==> src/rtl/bus_arbiter_n.sv <==
// N-channel arbiter (fixed priority or round-robin) of single-outstanding requesters onto one bus.
// Latency: start->bus_start 1 cycle, bus_ready->req_ready 0 cycles; starts during a busy bus wait in per-channel slots.
module bus_arbiter_n #(
    parameter int N      = 2,
    parameter int ADDR_W = 30,
    parameter int DATA_W = 32,
    parameter int RR     = 1
) (
    input  logic                    clk,
    input  logic                    rst,
    input  logic [N-1:0]            req_start,
    input  logic [N-1:0]            req_write,
    input  logic [N*ADDR_W-1:0]     req_addr,
    input  logic [N*DATA_W-1:0]     req_data_wr,
    input  logic [N*DATA_W/8-1:0]   req_be,
    output logic [N-1:0]            req_ready,
    output logic [DATA_W-1:0]       req_data_rd,
    output logic [N-1:0]            overrun,
    output logic [ADDR_W-1:0]       bus_addr,
    output logic                    bus_start,
    output logic                    bus_write,
    output logic [DATA_W-1:0]       bus_data_wr,
    output logic [DATA_W/8-1:0]     bus_data_be,
    input  logic                    bus_ready,
    input  logic [DATA_W-1:0]       bus_data_rd,
    output logic                    busy,
    output logic [$clog2(N)-1:0]    grant
);
    localparam int BE_W = DATA_W / 8;
    localparam int GW   = $clog2(N);

    typedef enum logic [1:0] {S_IDLE, S_ISSUE, S_WAIT} state_t;
    state_t state, state_nxt;

    logic [N-1:0]        pending, accept, done, eligible;
    logic [N-1:0]        slot_write;
    logic [ADDR_W-1:0]   slot_addr [N];
    logic [DATA_W-1:0]   slot_data [N];
    logic [BE_W-1:0]     slot_be   [N];
    logic [ADDR_W-1:0]   in_addr   [N];
    logic [DATA_W-1:0]   in_data   [N];
    logic [BE_W-1:0]     in_be     [N];
    logic [ADDR_W-1:0]   eff_addr  [N];
    logic [DATA_W-1:0]   eff_data  [N];
    logic [BE_W-1:0]     eff_be    [N];
    logic [N-1:0]        eff_write;
    logic                completing, arb_point, found;
    logic [GW-1:0]       last_grant, winner, idx;
    int                  base;

    // A start loaded this cycle must be usable by this cycle's arbitration,
    // so the winner's fields come from the inputs or the slot accordingly.
    always_comb begin
        for (int i = 0; i < N; i++) begin
            in_addr[i]   = req_addr[i*ADDR_W +: ADDR_W];
            in_data[i]   = req_data_wr[i*DATA_W +: DATA_W];
            in_be[i]     = req_be[i*BE_W +: BE_W];
            eff_addr[i]  = accept[i] ? in_addr[i] : slot_addr[i];
            eff_data[i]  = accept[i] ? in_data[i] : slot_data[i];
            eff_be[i]    = accept[i] ? in_be[i]   : slot_be[i];
            eff_write[i] = accept[i] ? req_write[i] : slot_write[i];
        end
    end

    always_comb begin
        completing = (state == S_WAIT) && bus_ready && !rst;
        done       = '0;
        if (completing) done[grant] = 1'b1;
        // The completing channel may re-arm in its own bus_ready cycle.
        accept     = req_start & (~pending | done);
        eligible   = (pending & ~done) | accept;
        arb_point  = (state == S_IDLE) || completing;
    end

    // Fixed priority is round-robin with the search always starting after N-1.
    always_comb begin
        found  = 1'b0;
        winner = '0;
        idx    = '0;
        base   = (RR != 0) ? int'(last_grant) : N - 1;
        for (int k = 1; k <= N; k++) begin
            idx = GW'((base + k) % N);
            if (!found && eligible[idx]) begin
                found  = 1'b1;
                winner = idx;
            end
        end
    end

    always_comb begin
        state_nxt = state;
        case (state)
            S_IDLE:  if (found) state_nxt = S_ISSUE;
            S_ISSUE: state_nxt = S_WAIT;
            S_WAIT:  if (bus_ready) state_nxt = found ? S_ISSUE : S_IDLE;
            default: state_nxt = S_IDLE;
        endcase
    end

    always_ff @(posedge clk) begin
        if (rst) begin
            state       <= S_IDLE;
            pending     <= '0;
            overrun     <= '0;
            grant       <= '0;
            last_grant  <= GW'(N - 1);
            bus_addr    <= '0;
            bus_write   <= 1'b0;
            bus_data_wr <= '0;
            bus_data_be <= '0;
            slot_write  <= '0;
            for (int i = 0; i < N; i++) begin
                slot_addr[i] <= '0;
                slot_data[i] <= '0;
                slot_be[i]   <= '0;
            end
        end else begin
            state   <= state_nxt;
            pending <= eligible;
            overrun <= overrun | (req_start & ~accept);
            for (int i = 0; i < N; i++) begin
                if (accept[i]) begin
                    slot_write[i] <= req_write[i];
                    slot_addr[i]  <= in_addr[i];
                    slot_data[i]  <= in_data[i];
                    slot_be[i]    <= in_be[i];
                end
            end
            if (arb_point && found) begin
                grant       <= winner;
                last_grant  <= winner;
                bus_addr    <= eff_addr[winner];
                bus_write   <= eff_write[winner];
                bus_data_wr <= eff_data[winner];
                bus_data_be <= eff_be[winner];
            end
        end
    end

    assign req_ready   = done;
    assign req_data_rd = completing ? bus_data_rd : '0;
    assign bus_start   = (state == S_ISSUE);
    assign busy        = (state != S_IDLE);
endmodule

==> config.mk <==
export PLATFORM = sky130hd
export DESIGN_NAME = bus_arbiter_n
export DESIGN_NICKNAME = d
export VERILOG_FILES = /design/src/rtl/bus_arbiter_n.sv
export SDC_FILE = /design/constraint.sdc
export NUM_CORES = 1
export LEC_CHECK = 0
export BUFFER_PORTS_ARGS = -buffer_cell sky130_fd_sc_hd__buf_2
export CORE_UTILIZATION = 35
export DETAILED_ROUTE_END_ITERATION = 10
export PLACE_DENSITY = 0.7
export SLEW_MARGIN = 0
export SYNTH_ARGS = -nofsm -noshare
export SYNTH_HDL_FRONTEND = slang
export SYNTH_SLANG_ARGS = --single-unit
==> constraint.sdc <==
create_clock -name clk -period 7 [get_ports clk]
set_input_delay 0.35 -clock clk [delete_from_list [all_inputs] [get_ports clk]]
set_output_delay 0.35 -clock clk [all_outputs]
set_load 0.05 [all_outputs]
Word-level counts from Yosys, hierarchy flattened
Memory sizes are Yosys's and may differ from the RTL's.
Index checks and enable logic that the tools add are counted.
- add/sub/neg operators: 2
- $lt $le $gt $ge: 6
- equal/unequal tests: 4
- muxes and demuxes: 49
- bitwise gates (word level): 16
- reductions and logical operators: 11
- operator list (kind ; count):
    $mux W32 ; 8
    $mux W30 ; 7
    $mux W4 ; 7
    $mux W1 ; 22
    $lt A1 B2 Y1 const B ; 4
    $and A2 B2 Y2 ; 3
    $mux W2 ; 3
    $not A2 Y2 ; 3
    $or A1 B1 Y1 ; 6
    $or A2 B2 Y2 ; 3
    $pmux W2 S3 ; 1
    $logic_and A1 B1 Y1 ; 5
    $ne A2 B2 Y1 const B ; 2
    $add A1 B1 Y1 const B ; 2
    $eq A2 B1 Y1 const B ; 1
    $eq A2 B2 Y1 const B ; 1
    $ge A2 B2 Y1 const B ; 1
    $logic_not A1 Y1 ; 2
    $logic_not A2 Y1 ; 1
    $not A1 Y2 ; 1
    $reduce_and A2 Y1 ; 1
    $reduce_bool A2 Y1 ; 1
    $demux W1 S1 ; 1
    $ge A1 B1 Y1 const B ; 1
    $logic_or A1 B1 Y1 ; 1
- register bits after elaboration: 77
- memory bits (writable): 132
- bits of input ports: 171
- output and inout port bits: 106
- logic and storage cells: 101
- memories: 3
- memories (name ; words ; bits a word ; rd ports ; clocked after Yosys merged registers in ; write ports ; line ; RTL):
    slot_data ; 2 ; 32 ; 2 ; 0 ; 2 ; 38 ; logic [DATA_W-1:0] slot_data [N];
    slot_addr ; 2 ; 30 ; 2 ; 0 ; 2 ; 37 ; logic [ADDR_W-1:0] slot_addr [N];
    slot_be ; 2 ; 4 ; 2 ; 0 ; 2 ; 39 ; logic [BE_W-1:0] slot_be [N];

Logic depth before layout (Yosys ltp)
- depth after elaboration: 18
- depth in mapped cells: 8
- gate-level depth less buffers: 5

Worst setup path before layout
OpenSTA, ideal clock, no wires.
- path type: register to register
- start point: register grant
- end point: memory slot_addr[0][0], enable pin
- library setup time: 0.708 ns
- arrival time: 2.836 ns
- data required time: 6.292 ns
- slack: 3.455 ns
- stages on the path, launching flop included: 7
- buffers on the path: 3
- clock period less this slack: 3.545 ns
- cells stage by stage: dfxtp_1 -> clkbuf_1 -> inv_1 -> a31oi_2 -> buf_4 -> buf_2 -> nand2b_1
- RTL lines (element ; line ; RTL):
    start, declared ; 27 ; output logic [$clog2(N)-1:0] grant
    start signal, assigned ; 130 ; grant <= winner;
    end, declared ; 37 ;

==> flow_summary.json <==
{
  "synth_top_cell_area_share": 0.411,
  "cp.required_ns": 7.37,
  "hold_buffers": 0,
  "area_delta_synth_final_pct": 26.4,
  "yosys_warnings": 0,
  "dieArea_um2": 28200,
  "fin_util": 0.452,
  "syn_area_um2": 9640,
  "first_iter_violations": 318,
  "grt_pass1_wl_um": 38700,
  "grt_setup_unrepaired": "false",
  "drv_slew": 0,
  "rr_startpoint": "state[0]",
  "syn_nets": 910,
  "ys_types": 26,
  "grt_max_degree": 67,
  "worstSetupStartpointType": "flip-flop",
  "hold-worst-slack_ns": 0.127,
  "syn_area_per_cell_um2": 13.0,
  "timing.final.crit_share": 0.473,
  "fin_crit_ns": 3.31,
  "timing.rr.end": "slot_addr[0][5]",
  "die_h_um": 168,
  "rows": 60,
  "clock-sinks": 209,
  "htreeDepth": 1,
  "fmax_mhz": 302,
  "worstHoldPathType": "in2reg",
  "grt_use_total": 0.176,
  "grt-ovfl-total": 0,
  "reg2reg_setup_slack_ns": 3.69,
  "initial_core_util": 0.358,
  "fin_nets": 1169,
  "p_leak_nw": 5.84,
  "synth_edf_count": 132,
  "placed_cell_area_um2": 11300,
  "stdcell_area_um2": 12200,
  "ios": 277,
  "synth.area.top_cells": "edfxtp_1 41%, mux2i_1 21%, dfxtp_1 16%",
  "io_buffers": 276,
  "hold_path_end": "slot_write[0]",
  "routed_wl_um": 25200,
  "timing.slew.headroom": 0.289,
  "worst_pin_slew_ns": 1.07,
  "cts_buffers": 25,
  "hold_path.startpoint": "req_write[0]",
  "ir_worst_vdd_uv": 189,
  "cts_resized": 0,
  "synth_ff_type": "edfxtp_1",
  "clk_latency_ns": 0.51,
  "cts_tree": "yes",
  "netlist_instances": 739,
  "post_cts_buffers": 0,
  "p_per_area_nw_per_um2": 286,
  "status": "finished clean",
  "fin_skew_ns": 0.00951,
  "die_x_um": 168,
  "wire_per_inst_um": 18.5,
  "synth_area_leader_cell": "edfxtp_1",
  "antenna_found_initial": 3,
  "core_um2": 27000,
  "critPathKind": "reg2reg",
  "clockBufferDepth": 3,
  "place.detailed.hpwl_um": 16300,
  "final-setup-viol-count": 0,
  "hold_depth": 3,
  "vias_per_cell": 4.93,
  "drive_above_1_share": 0.327,
  "synth.most_common_cell": "mux2i_1",
  "gp_congestion": 0.779,
  "ys_ff_latch": 209,
  "hold_viol": 0,
  "max_cap_viol_count": 0,
  "via_count": 6710,
  "synth_common_cells": "201 x mux2i_1, 164 x and2_1, 132 x edfxtp_1",
  "fin_setup_tns_ns": 0,
  "root_buffer": "clkbuf_16",
  "path_clk_slew_ns": 0.06,
  "firstDrtPassIters": 4,
  "grt_pass1_vias": 6827,
  "worst-r2r-cell-count": 7,
  "drc": 0,
  "yosysSeqAreaShare": 0.571,
  "cp_max_fo": 62,
  "cp.arrival_ns": 3.68,
  "crit_path_end_kind": "flip-flop",
  "ant_nets": 0,
  "async_flop_share": 0
}
[per-layer routing]
| metal | wire length [um] | vias to the layer above | global-route usage |
|---|---|---|---|
| li1 | - | 3214 | - |
| met1 | 11300 | 3295 | 0.233 |
| met2 | 12100 | 177 | 0.294 |
| met3 | 1420 | 24 | 0.0381 |
| met4 | 364 | 0 | 0.0391 |
| met5 | 0 | - | 0 |
[area by class of cell]
cell class              count  area [um^2]
clock inverters             9          133
inverters                   3         11.3
well taps                 341          427
repair buffers            287         1460
diodes                      4         10.0
clock buffers              36          698
multi-input cells         472         3940
fillers                  2459        14800
flip-flops and latches    209         5510
[power breakdown]
part	total, mW	internal, mW	switching [mW]
Clock	1.31	0.806	0.500
Combinational	0.686	0.236	0.450
Sequential	1.49	1.44	0.0497
Total	3.48	2.49	1.00
[worst max path at each step]
stage / from / endpoint / slack [ns] / cells after the start
after global routing: state[0] / slot_addr[0][5] / 3.41 / 7
after detailed placement: rst / slot_addr[0][5] / 3.45 / 8
after global placement: rst / slot_data[0][51] / 3.55 / 5
after floorplan: grant / slot_addr[0][0] / 3.46 / 6
final: state[0] / slot_addr[0][5] / 3.69 / 7
after CTS: state[0] / slot_addr[0][5] / 3.64 / 7
[critical path, cell delays in order (launching register included)]
cell	delay [ns]
dfxtp_1	0.38
nor4bb_4	0.38
buf_4	0.35
a31oi_4	0.12
buf_4	0.42
a21oi_4	0.70
buf_4	0.55
and2_1	0.21
[cell usage in the layout (no fill, tap or decap), types with 2 or more instances in the layout]
master / n
clkbuf_1: 9
a21oi_4: 2
a22o_1: 67
clkinv_4: 2
bufinv_16: 3
and2_1: 164
clkbuf_16: 26
a21oi_1: 4
a31oi_4: 2
nor2b_1: 3
nand2b_1: 3
dfxtp_1: 77
diode_2: 4
inv_1: 3
nor2_1: 10
clkinv_2: 2
edfxtp_1: 132
buf_4: 11
buf_2: 276
nand2_1: 3
nand2b_4: 2
mux2i_1: 201
[metrics by stage]
stage / power [mW] / setup slack [ns] / std cells
final: 3.48 / 3.69 / 1361
after global routing: 3.63 / 3.41 / 1358
after CTS: 3.53 / 3.64 / 1357
after detailed placement: 2.21 / 3.45 / 1312
after global placement: 2.20 / 3.55 / 1312
after floorplan: 2.00 / 3.46 / 739
[cell families (layout without fill, tap and decap cells)]
| logic type | Yosys count | after routing | synth area share |
|---|---|---|---|
| flip-flops | 209 | 209 | 0.571 |
| multiplexers | 201 | 201 | 0.209 |
| AND/OR/NAND/NOR | 191 | 191 | 0.121 |
| AO/OA/AOI/OAI | 80 | 80 | 0.0709 |
| buffers and inverters | 58 | 335 | 0.0280 |
| other | 0 | 4 | 0 |
[registers in the layout, indices dropped and copies added (netlist names), 4 cells and up]
signal,count
bus_data_be,4
slot_addr,60
bus_data_wr,32
slot_be,8
bus_addr,30
slot_data,64
(Power assumes the default switching activity.)
